File: src/rtl/data_path_param.sv
// rtl/data_path_param.sv - parametrised CPU datapath with memory handshake; optional stack pointer under DATA_PATH_SP_EN
module data_path_param #(
    parameter  int DATA_W = 8,
    parameter  int ADDR_W = 8,
    parameter  int NREGS  = 4,
    localparam int SEL_W  = $clog2(NREGS + 1)
) (
    input  logic              Clk,
    input  logic              Reset,
    input  logic [SEL_W-1:0]  Bus1_Sel,
    input  logic [1:0]        Bus2_Sel,
    input  logic [2:0]        ALU_Sel,
    input  logic [SEL_W-1:0]  ALU_A_Sel,
    input  logic [SEL_W-1:0]  ALU_B_Sel,
    input  logic              IR_Load,
    input  logic              MAR_Load,
    input  logic              PC_Load,
    input  logic              PC_Inc,
    input  logic              Reg_Load,
    input  logic              CCR_Load,
    input  logic [SEL_W-1:0]  Reg_Dst,
`ifdef DATA_PATH_SP_EN
    input  logic              SP_Inc,
    input  logic              SP_Dec,
    input  logic              SP_Load,
`endif
    input  logic              Mem_Rd_Req,
    input  logic              Mem_Wr_Req,
    input  logic              mem_ready,
    input  logic [DATA_W-1:0] from_memory,
    output logic [ADDR_W-1:0] address,
    output logic [DATA_W-1:0] to_memory,
    output logic              mem_rd,
    output logic              mem_wr,
    output logic              Mem_Busy,
    output logic [DATA_W-1:0] IR_out,
    output logic [3:0]        CCR_Result
);

    localparam int MSB = DATA_W - 1;
    localparam logic [DATA_W-1:0] ONE = DATA_W'(1);

    typedef enum logic [1:0] {S_IDLE, S_READ, S_WRITE} mem_state_t;

    mem_state_t        state_q, state_d;
    logic [ADDR_W-1:0] pc_q, mar_q;
    logic [DATA_W-1:0] ir_q, mdr_q, to_mem_q;
    logic [DATA_W-1:0] regs_q [NREGS];
    logic [3:0]        ccr_q;
    logic [DATA_W-1:0] bus1, bus2, alu_a, alu_b, alu_res;
    logic [DATA_W:0]   alu_ext;
    logic              alu_v, alu_c;
    logic              idle;
`ifdef DATA_PATH_SP_EN
    logic [ADDR_W-1:0] sp_q;
`endif

    // Everything architectural is frozen while an access is outstanding
    assign idle       = (state_q == S_IDLE);
    assign Mem_Busy   = !idle;
    assign mem_rd     = (state_q == S_READ);
    assign mem_wr     = (state_q == S_WRITE);
    assign address    = mar_q;
    assign to_memory  = to_mem_q;
    assign IR_out     = ir_q;
    assign CCR_Result = ccr_q;

    // Register-file read ports: index 0 is PC, k is R(k-1), out-of-range reads 0
    always_comb begin
        bus1  = '0;
        alu_a = '0;
        alu_b = '0;
        if (Bus1_Sel == '0)  bus1  = DATA_W'(pc_q);
        if (ALU_A_Sel == '0) alu_a = DATA_W'(pc_q);
        if (ALU_B_Sel == '0) alu_b = DATA_W'(pc_q);
        for (int i = 0; i < NREGS; i++) begin
            if (Bus1_Sel == SEL_W'(i + 1))  bus1  = regs_q[i];
            if (ALU_A_Sel == SEL_W'(i + 1)) alu_a = regs_q[i];
            if (ALU_B_Sel == SEL_W'(i + 1)) alu_b = regs_q[i];
        end
    end

    // ALU with NZVC; INC/DEC reuse the add/subtract paths with a constant one
    always_comb begin
        alu_ext = '0;
        alu_res = '0;
        alu_v   = 1'b0;
        alu_c   = 1'b0;
        case (ALU_Sel)
            3'd0, 3'd6: begin
                alu_ext = {1'b0, alu_a} + {1'b0, (ALU_Sel == 3'd0) ? alu_b : ONE};
                alu_res = alu_ext[DATA_W-1:0];
                alu_c   = alu_ext[DATA_W];
                alu_v   = (alu_a[MSB] == ((ALU_Sel == 3'd0) ? alu_b[MSB] : 1'b0))
                          && (alu_res[MSB] != alu_a[MSB]);
            end
            3'd1, 3'd7: begin
                alu_ext = {1'b0, alu_a} - {1'b0, (ALU_Sel == 3'd1) ? alu_b : ONE};
                alu_res = alu_ext[DATA_W-1:0];
                alu_c   = alu_ext[DATA_W];
                alu_v   = (alu_a[MSB] != ((ALU_Sel == 3'd1) ? alu_b[MSB] : 1'b0))
                          && (alu_res[MSB] != alu_a[MSB]);
            end
            3'd2:    alu_res = alu_a & alu_b;
            3'd3:    alu_res = alu_a | alu_b;
            3'd4:    alu_res = alu_a ^ alu_b;
            default: alu_res = ~alu_a;
        endcase
    end

    // Bus2 source mux; slot 3 is the stack pointer when present
    always_comb begin
        bus2 = '0;
        case (Bus2_Sel)
            2'd0:    bus2 = alu_res;
            2'd1:    bus2 = bus1;
            2'd2:    bus2 = mdr_q;
`ifdef DATA_PATH_SP_EN
            default: bus2 = DATA_W'(sp_q);
`else
            default: bus2 = '0;
`endif
        endcase
    end

    // Memory handshake next state; a simultaneous write request loses to the read
    always_comb begin
        state_d = state_q;
        case (state_q)
            S_IDLE: begin
                if (Mem_Rd_Req)      state_d = S_READ;
                else if (Mem_Wr_Req) state_d = S_WRITE;
            end
            S_READ:  if (mem_ready) state_d = S_IDLE;
            S_WRITE: if (mem_ready) state_d = S_IDLE;
            default: state_d = S_IDLE;
        endcase
    end

    // Memory handshake state register
    always_ff @(posedge Clk or posedge Reset) begin
        if (Reset) state_q <= S_IDLE;
        else       state_q <= state_d;
    end

    // Architectural registers; loads only land while idle, MDR only on read completion
    always_ff @(posedge Clk or posedge Reset) begin
        if (Reset) begin
            pc_q     <= '0;
            mar_q    <= '0;
            ir_q     <= '0;
            mdr_q    <= '0;
            to_mem_q <= '0;
            ccr_q    <= '0;
            for (int i = 0; i < NREGS; i++) regs_q[i] <= '0;
        end else begin
            if (state_q == S_READ && mem_ready) mdr_q <= from_memory;
            if (idle) begin
                if (PC_Load)     pc_q  <= ADDR_W'(bus2);
                else if (PC_Inc) pc_q  <= pc_q + ADDR_W'(1);
                if (MAR_Load)    mar_q <= ADDR_W'(bus2);
                if (IR_Load)     ir_q  <= bus2;
                if (CCR_Load)    ccr_q <= {alu_res[MSB], (alu_res == '0), alu_v, alu_c};
                if (Reg_Load) begin
                    for (int i = 0; i < NREGS; i++)
                        if (Reg_Dst == SEL_W'(i + 1)) regs_q[i] <= bus2;
                end
                if (Mem_Wr_Req && !Mem_Rd_Req) to_mem_q <= bus1;
            end
        end
    end

`ifdef DATA_PATH_SP_EN
    // Stack pointer: load beats decrement beats increment, wrapping both ways
    always_ff @(posedge Clk or posedge Reset) begin
        if (Reset) sp_q <= '1;
        else if (idle) begin
            if (SP_Load)     sp_q <= ADDR_W'(bus2);
            else if (SP_Dec) sp_q <= sp_q - ADDR_W'(1);
            else if (SP_Inc) sp_q <= sp_q + ADDR_W'(1);
        end
    end
`endif

endmodule

File: config.mk
export PLATFORM = sky130hd
export DESIGN_NAME = data_path_param
export DESIGN_NICKNAME = d
export VERILOG_FILES = /design/src/rtl/data_path_param.sv
export SDC_FILE = /design/constraint.sdc
export NUM_CORES = 1
export LEC_CHECK = 0
export ABC_AREA = 1
export BUFFER_PORTS_ARGS = -buffer_cell sky130_fd_sc_hd__buf_2
export CAP_MARGIN = 10
export CORE_ASPECT_RATIO = 0.8
export CORE_MARGIN = 2
export CORE_UTILIZATION = 44
export DETAILED_ROUTE_END_ITERATION = 8
export GPL_ROUTABILITY_DRIVEN = 0
export MAX_ROUTING_LAYER = met4
export PLACE_DENSITY = 0.67
export SKIP_LAST_GASP = 1
export SLEW_MARGIN = 20
export SYNTH_ARGS = -nofsm -noshare
export SYNTH_HDL_FRONTEND = slang
export SYNTH_SLANG_ARGS = --single-unit
File: constraint.sdc
create_clock -name Clk -period 7 [get_ports Clk]
set_input_delay 0.7 -clock Clk [delete_from_list [all_inputs] [get_ports Clk]]
set_output_delay 0.7 -clock Clk [all_outputs]
set_load 0.005 [all_outputs]
==> flow_summary.ini <==
[global_routing]
grt_start_max_net_pins = 79
grt_pass1_wl_um = 30350
grt_pass1_vias = 5664
track_usage_pct = 27.73
antenna_found_initial = 0
gr-total-overflow = 0

[power_and_ir_drop]
power_leakage_nw = 3.671
ir_drop_mv = 0.1896
p_per_area_mw_per_mm2 = 344.8

[cells_and_area]
final_cell_area_mm2 = 0.006942
fin_cells = 1149
multi_input_area_mm2 = 0.003588
final_nets = 1039
seqCellArea_mm2 = 0.001952
area_delta_synth_final_pct = 13.85
nFillCells = 1355
n_antenna_cell = 0
drive_gt1_share_pct = 16.10

[cts]
root_buffer = clkbuf_16
clk_path_buf_depth = 2
ctsResizeCount = 0
clock_sink_count = 78
clk_pin_slew_worst_paths_ps = 70
cts_made_buffers = 9
htreeDepth = 3
post_cts_buffers = 0
clk_latency_ps = 350
holdBufCountCts = 0
cts_tree = yes

[synthesis]
synth_cell_types = 39
yosys_warnings = 0
synthFlopType = dfrtp_1
netlist_area_mm2 = 0.006097
synth_edf_count = 0
syn-num-nets = 969
ys_seq_elements = 78
syn_area_per_cell_um2 = 6.820
syn-instance-count = 894
yosysSeqAreaShare_pct = 32.01
ys_async_sr_fraction_pct = 100.0

[run]
maxCapViolCount = 0

[route]
drc = 1
firstDrtPassIters = 9
avgRoutedWirePerCell_um = 16.46
drt_wl_total_um = 18920
drtIter0Drc = 694
wl_met3_um = 2024
highest_layer = met4
wl_met1_um = 8872
wl_met2_um = 7669
avgViaCountPerCell = 5.363
ant_nets = 0
num_vias = 6162

[timing]
setup_ws_ps = 3239
finClkSkew_ps = 7.616
tightest_slew_ps = 1067
relSlewSlack_pct = 28.33
slew_violations = 0
setup_viol = 0
fmax_mhz = 265.9
finalHoldViolCount = 0
rsz0062_at_grt = false
min_period_ps = 3761
finalCritPeriodShare_pct = 53.73
setup_tns_ps = 0

[floorplan]
dieArea_mm2 = 0.01482
core_mm2 = 0.01355
ios = 67
core.rowCount = 38
die-width_um = 135.6
start_util_pct = 45.00
die_y_um = 109.3

[critical_path]
r2r-start = pc_q[4]$_DFFE_PP0P_
cp_num_buf_inv = 2
cp_slowest_stage_delay_ps = 810
path_cells = buf_2 -> nor3_1 -> a21oi_1 -> a31oi_1 -> inv_1 -> nor2_1 -> ha_1 -> nand2_1 -> nand2_1 -> nand2_1 -> nand3_1 -> nand2_1 -> nand3_1 -> nand3_1 -> nand3_2 -> nand2_1 -> nand2_1 -> o21ai_1
critical_path_required_ps = 7270
worst-endpoint-arrival_ps = 4030
startpoint = ALU_B_Sel[0]
crit_top_cell = nand2_1
cpMaxStageDelayCell = nor3_1
cpLargestDelayFamily = simple AND/OR/NAND/NOR gates
crit_type = input port to flop
cp-start-kind = input port
endpoint_kind = flop
critical_path.max_fanout = 8

[placement]
dp_slack_ps = 2978
dpl-instance-area_mm2 = 0.006640
dp_hpwl_um = 14560
port_buffers = 66
place_inst = 1133

[min_path]
hp-start = CCR_Result[3]$_DFFE_PP0P_
hp-class = flop to flop

[run_status]
outcome = finished, violations left
violations = design-rule violations
## tightest hold or removal path, stage by stage, from the launching register on
cell	delay, ps
dfrtp_1	340
nand2_1	50
nand2_1	60
## cells in the mapped netlist (4+ instances only)
library cell / instances / area share, %
a21oi_1: 50 / 4.1
a31oi_1: 28 / 2.9
buf_2: 4 / 0.33
clkbuf_1: 5 / 0.31
dfrtp_1: 78 / 32
ha_1: 37 / 7.6
inv_1: 128 / 7.9
inv_2: 11 / 0.68
nand2_1: 227 / 14
nand2_2: 14 / 1.4
nand2_4: 6 / 1.1
nand3_1: 73 / 6.0
nand3_2: 10 / 1.6
nand3b_1: 4 / 0.49
nand4_1: 10 / 1.0
nor2_1: 108 / 6.6
nor3_1: 9 / 0.74
o21ai_0: 22 / 1.8
o21ai_1: 9 / 0.74
o21ai_2: 9 / 1.3
o22ai_1: 18 / 1.8
or2_2: 5 / 0.51
xor2_1: 7 / 1.0
## cells in the final DEF (no fill, tap or decap), types with 2 or more instances in the layout
cell type,instances
a21oi_1,50
a31oi_1,28
buf_2,66
buf_4,3
clkbuf_16,9
clkinv_2,2
dfrtp_1,78
fa_1,2
ha_1,37
inv_1,127
inv_2,11
inv_6,5
nand2_1,227
nand2_2,14
nand2_4,6
nand3_1,73
nand3_2,10
nand3b_1,4
nand4_1,10
nor2_1,108
nor2_2,2
nor2_4,2
nor3_1,7
nor3_2,2
nor3_4,4
o21ai_0,22
o21ai_1,9
o21ai_2,9
o22ai_1,18
or2_2,5
xor2_1,7
## final cells by class
class                           instances  share of cell area [%]
Clock buffer                            9                   3.244
Tap cell                              180                   3.244
Timing Repair Buffer                   70                   5.245
Inverter                              140                   7.588
Multi-Input combinational cell        665                   51.69
Clock inverter                          7                  0.8652
Sequential cell                        78                   28.12
## sequential cells by signal, summed over array words and instances, names as in the netlist
name / count
address: 8
IR_out: 8
regs_q: 32
mdr_q: 8
state_q: 2
to_memory: 8
CCR_Result: 4
pc_q: 8
## layer usage
metal  vias to the layer above  GRT usage [%]
li1                       3037              -
met1                      2804          40.04
met2                       292          39.11
met3                        29          6.501
met4                         0          7.068
met5                         -              -
## cells by family after synthesis
logic type               after synthesis  synth area share [%]
AND/OR/NAND/NOR                      478                 35.67
buffers and inverters                151                 9.501
AO/OA/AOI/OAI                        140                 13.42
flip-flops                            78                 32.01
adder cells (fa/ha/maj)               39                 8.249
XOR/XNOR                               8                 1.149
## path summary, 6_finish.rpt
check / to / slack [ps] / cells after the start
worst max-delay path: regs_q[5]$_DFFE_PP0P_ / 3240 / 18
worst min-delay path: CCR_Result[3]$_DFFE_PP0P_ / 480 / 2
worst max register to register: regs_q[5]$_DFFE_PP0P_ / 3880 / 16
worst min register to register: CCR_Result[3]$_DFFE_PP0P_ / 480 / 2
max in group asynchronous: regs_q[28]$_DFFE_PP0P_ / 5970 / 3
min in group asynchronous: IR_out[2]$_DFFE_PP0P_ / 520 / 3
## power breakdown
part / internal (mW) / total, mW / switching (mW)
Clock: 0.249 / 0.466 / 0.218
Combinational: 0.392 / 1.09 / 0.693
Sequential: 0.665 / 0.842 / 0.177
## per-stage QoR
| step | util [%] | hold WS, ps | power [mW] |
|---|---|---|---|
| global placement | 49.00 | 465.4 | 1.889 |
| finish | 51.23 | 481.1 | 2.394 |
| floorplan | - | 470.8 | 1.536 |
| detailed placement | 49.00 | 459.5 | 1.903 |
| CTS | 51.11 | 483.6 | 2.373 |
| global route | 51.23 | 515.4 | 2.592 |
(Power assumes the default switching activity.)
